File: src/rtl/spi_pkg.sv
// Shared SPI receiver types: FSM state encoding and synchronizer idle levels.
package spi_pkg;
  typedef enum logic {IDLE = 1'b0, SHIFT = 1'b1} spi_state_e;

  localparam logic SCK_IDLE  = 1'b0;
  localparam logic CS_N_IDLE = 1'b1;
  localparam logic MOSI_IDLE = 1'b0;
endpackage

File: src/rtl/sync_2ff.sv
// Two-flop synchronizer with a configurable reset level.
module sync_2ff #(
  parameter logic RST_VAL = 1'b0
) (
  input  logic clk,
  input  logic rst_n,
  input  logic d,
  output logic q
);
  logic meta;

  always_ff @(posedge clk or negedge rst_n) begin
    if (!rst_n) begin
      meta <= RST_VAL;
      q    <= RST_VAL;
    end else begin
      meta <= d;
      q    <= meta;
    end
  end
endmodule

File: src/rtl/spi_mosi_rx.sv
// SPI mode-0 MOSI receiver: oversampled sck, MSB-first words, valid/ready holding register.
// Define SPI_MOSI_RX_OVERRUN_EN to drop words that arrive while data_out is unconsumed and flag overrun.
module spi_mosi_rx
  import spi_pkg::*;
#(
  parameter int SIZE = 8
) (
  input  logic            clk,
  input  logic            rst_n,
  input  logic            sck,
  input  logic            cs_n,
  input  logic            mosi,
  output logic [SIZE-1:0] data_out,
  output logic            data_valid,
  input  logic            data_ready,
  output logic            frame_active,
  output logic            overrun,
  input  logic            overrun_clr
);
  localparam int CW = $clog2(SIZE);

  logic sck_s, cs_n_s, mosi_s;
  logic sck_q, sck_rise;

  sync_2ff #(.RST_VAL(SCK_IDLE))  u_sync_sck  (.clk(clk), .rst_n(rst_n), .d(sck),  .q(sck_s));
  sync_2ff #(.RST_VAL(CS_N_IDLE)) u_sync_cs_n (.clk(clk), .rst_n(rst_n), .d(cs_n), .q(cs_n_s));
  sync_2ff #(.RST_VAL(MOSI_IDLE)) u_sync_mosi (.clk(clk), .rst_n(rst_n), .d(mosi), .q(mosi_s));

  assign sck_rise = sck_s & ~sck_q;

  spi_state_e      state_q, state_d;
  logic [CW-1:0]   cnt_q;
  logic [SIZE-1:0] shreg_q;
  logic            done_q;
  logic [1:0]      prime_q;
  logic            armed_q;
  logic            drop, take;

  // armed_q blocks a frame already in progress at reset release: cs_n must be seen
  // high (after the synchronizer has flushed its reset value) before SHIFT is allowed.
  always_comb begin
    state_d = state_q;
    case (state_q)
      IDLE:    if (!cs_n_s && armed_q) state_d = SHIFT;
      SHIFT:   if (cs_n_s)             state_d = IDLE;
      default: state_d = IDLE;
    endcase
  end

  always_ff @(posedge clk or negedge rst_n) begin
    if (!rst_n) state_q <= IDLE;
    else        state_q <= state_d;
  end

  assign frame_active = (state_q == SHIFT);

  always_ff @(posedge clk or negedge rst_n) begin
    if (!rst_n) begin
      sck_q   <= SCK_IDLE;
      prime_q <= '0;
      armed_q <= 1'b0;
      cnt_q   <= '0;
      shreg_q <= '0;
      done_q  <= 1'b0;
    end else begin
      sck_q   <= sck_s;
      prime_q <= {prime_q[0], 1'b1};
      if (cs_n_s && prime_q[1]) armed_q <= 1'b1;
      done_q  <= 1'b0;
      if (state_q == IDLE) begin
        cnt_q   <= '0;
        shreg_q <= '0;
      end else if (sck_rise) begin
        shreg_q <= {shreg_q[SIZE-2:0], mosi_s};
        if (cnt_q == CW'(SIZE-1)) begin
          cnt_q  <= '0;
          done_q <= 1'b1;
        end else begin
          cnt_q <= cnt_q + 1'b1;
        end
      end
    end
  end

  assign take = data_valid & data_ready;

`ifdef SPI_MOSI_RX_OVERRUN_EN
  assign drop = done_q & data_valid & ~data_ready;

  always_ff @(posedge clk or negedge rst_n) begin
    if (!rst_n)           overrun <= 1'b0;
    else if (drop)        overrun <= 1'b1;
    else if (overrun_clr) overrun <= 1'b0;
  end
`else
  logic unused_clr;
  assign unused_clr = overrun_clr;
  assign drop       = 1'b0;
  assign overrun    = 1'b0;
`endif

  // done_q lags the wrapping edge by one cycle, so shreg_q already holds the full word.
  always_ff @(posedge clk or negedge rst_n) begin
    if (!rst_n) begin
      data_out   <= '0;
      data_valid <= 1'b0;
    end else if (done_q && !drop) begin
      data_out   <= shreg_q;
      data_valid <= 1'b1;
    end else if (take) begin
      data_valid <= 1'b0;
    end
  end
endmodule

File: config.mk
export PLATFORM = sky130hd
export DESIGN_NAME = spi_mosi_rx
export DESIGN_NICKNAME = d
export VERILOG_FILES = /design/src/rtl/spi_pkg.sv /design/src/rtl/sync_2ff.sv /design/src/rtl/spi_mosi_rx.sv
export SDC_FILE = /design/constraint.sdc
export NUM_CORES = 1
export LEC_CHECK = 0
export CAP_MARGIN = 20
export CORE_MARGIN = 2
export CORE_UTILIZATION = 45
export DETAILED_ROUTE_END_ITERATION = 6
export MAX_ROUTING_LAYER = met4
export PLACE_DENSITY = 0.75
export SYNTH_ARGS = -nofsm -noshare
export SYNTH_HDL_FRONTEND = slang
export SYNTH_SLANG_ARGS = --single-unit
File: constraint.sdc
create_clock -name clk -period 1.5 [get_ports clk]
set_input_delay 0.3 -clock clk [delete_from_list [all_inputs] [get_ports clk]]
set_output_delay 0.3 -clock clk [all_outputs]
set_load 0.02 [all_outputs]
==> flow_summary.ini <==
[layout]
multiInputGateArea_um2 = 343
finalNetCount = 118
diodes = 0
final_cell_mix = dfrtp_1, nand2_1, a21boi_0, dlygate4sd2_1, mux2_2
regArea_um2 = 803
fill_cells = 226
areaGrowthSynthToFinish_pct = 19.4
mostFrequentLayoutCell = dfrtp_1
drive_gt1_frac = 0.191
design_area_um2 = 1410

[yosys]
ys_ff_latch = 32
synthTopCellsByArea = dfrtp_1, mux2_2, nand2_1
synth_nets = 99
avgSynthCellArea_um2 = 13.1
synth_top_area_cell = dfrtp_1
synth_top_area_share = 0.635
synth_area_um2 = 1180
ys_seq_area_frac = 0.679
synth_cells = 90
synth.distinct_cells = 19
synth_warnings = 0

[floorplanning]
die_x_um = 55.3
dieArea_um2 = 3050
core_um2 = 2480
fp.dieH_um = 55.3
rows = 18
initial_utilization = 0.477
io_pins = 18

[setup_path]
arrival_ns = 1.60
critPathMostFrequentCell = ha_1
critPathTopFamily = flip-flops
r2r_cells = 4
cp-end-kind = flip-flop
crit_slowest_cell = dfrtp_1
cp_num_buf_inv = 0
cp.depth = 4
critPathLaunch = cnt_q[0]
cp-start-kind = flip-flop
critical_path_class = flip-flop to flip-flop
cpPeakStageDelay_ns = 0.40
reg2reg_setup_slack_ns = 0.15
crit_path_cell_trace = ha_1 -> ha_1 -> or3_1 -> a21boi_1
cp_max_fo = 3
r2r_start = cnt_q[0]
critPathRequiredTime_ns = 1.75
reg2reg_to = cnt_q[0]
crit_end = cnt_q[0]

[power]
p_sw_uw = 299
p_leak_uw = 0.000707
pwr-share-clk = 0.334
internal_power_uw = 1140
irDropWorstVdd_mv = 0.719
power_density_nw_per_um2 = 1020
swShare = 0.207
seq_power_share = 0.617
combPwrFrac = 0.048

[timing]
rsz0062_at_grt = no
finalClockSkew_ns = 0.00430
finalHoldViolations = 0
fmax_ghz = 0.742
setup_viol = 0
min_period_ns = 1.35
tns_ns = 0
period_share = 0.898
slew_viol_final = 0

[routing]
viasPerCell = 4.89
remaining_drc_errors = 0
wl_per_cell_um = 11.5
antenna_left = 0
drtPass1Iterations = 4
wl_um = 1610
drtIter0Drc = 13
vias = 685

[clocking]
htreeDepth = 2
cts.sinks = 32
cts_hold_buffers = 0
clockBufferDepth = 2
clk_latency_ns = 0.32
clkTransAtPathRegs_ns = 0.09
cts_made_buffers = 5
cts_tree = yes
cts-root-buf = clkbuf_4
post_cts_buffers = 0

[run]
cap_violations = 0

[placed_design]
dpl.hpwl_um = 1120
gp_congestion = 0.679
portBuffers = 15
placedInstanceArea_um2 = 1370

[global_routing]
grt_start_max_net_pins = 33
grt_pass1_vias = 689
antenna_found_initial = 0
track_usage = 0.131
grt_pass1_wl_um = 2890
grt_overflow_total = 0

[status]
run_status = finished, final reports clean

[worst_hold_path]
hp-class = input pin to asynchronous set/reset pin
Yosys cell counts, drive strengths merged:
cell	n
a21o	2
buf	4
conb	2
a21boi	11
or3	1
nand2	21
clkbuf	1
ha	2
inv	1
and3	1
nand2b	1
and2b	1
nor2	2
dfrtp	30
dfstp	2
mux2	8
power by group through the flow:
stage / clock, uW / combinational, uW / sequential (uW)
3_3_place_gp: 0 / 72.0 / 907
5_1_grt: 558 / 79.7 / 893
4_1_cts: 514 / 72.1 / 891
3_5_place_dp: 0 / 72.8 / 908
6_report: 483 / 70.0 / 890
2_1_floorplan: 0 / 31.1 / 909
what timing repair did:
action                                 in CTS  in global routing
endpoints found under the hold margin       0                  0
resized for setup                          10                  0
setup endpoints to repair                  10                  0
sequential cells by signal (all words and copies together) (netlist names), 2 cells and up:
signal / count
cnt_q: 3
data_out: 8
prime_q: 2
shreg_q: 8
per-stage QoR:
stage | std cells | total power (uW) | setup WS (ns) | hold slack, ns | util
5_1_grt | 140 | 1530 | 0.0693 | 0.321 | 0.570
6_report | 140 | 1440 | 0.153 | 0.329 | 0.570
4_1_cts | 140 | 1480 | 0.136 | 0.316 | 0.570
3_5_place_dp | 132 | 981 | 0.162 | 0.335 | 0.551
3_3_place_gp | 132 | 979 | 0.202 | 0.333 | 0.551
2_1_floorplan | 90 | 940 | 0.230 | 0.00441 | -
kinds of logic (layout without fill, tap and decap cells):
group	Yosys count	in the layout	synth area share
AND/OR/NAND/NOR	27	27	0.104
buffers and inverters	6	26	0.0307
multiplexers	8	8	0.0762
other	2	2	0.00635
AO/OA/AOI/OAI	13	13	0.0825
adder cells (fa/ha/maj)	2	2	0.0212
flip-flops	32	32	0.679
area by class of cell:
cell class,count,area share
flip-flops and latches,32,0.569
multi-input cells,52,0.243
repair buffers,17,0.117
clock buffers,8,0.0417
well taps,30,0.0266
inverters,1,0.00266
layer usage:
layer,global-route usage,wire (um),share of wire,vias to the layer above
li1,-,-,-,328
met1,0.130,687,0.43,331
met2,0.204,751,0.47,20
met3,0.0726,125,0.077,6
met4,0.0732,50,0.031,0
met5,-,0,0,-
worst min-delay path by stage:
stage	end	slack [ns]	startpoint
floorplan	armed_q	0.004	rst_n
global placement	prime_q[1]	0.33	prime_q[0]
detailed placement	u_sync_sck.q	0.33	u_sync_sck.meta
CTS	shreg_q[5]	0.32	rst_n
global route	data_valid	0.32	rst_n
finish	data_out[5]	0.33	rst_n
Power figures use the tool's default switching activity.
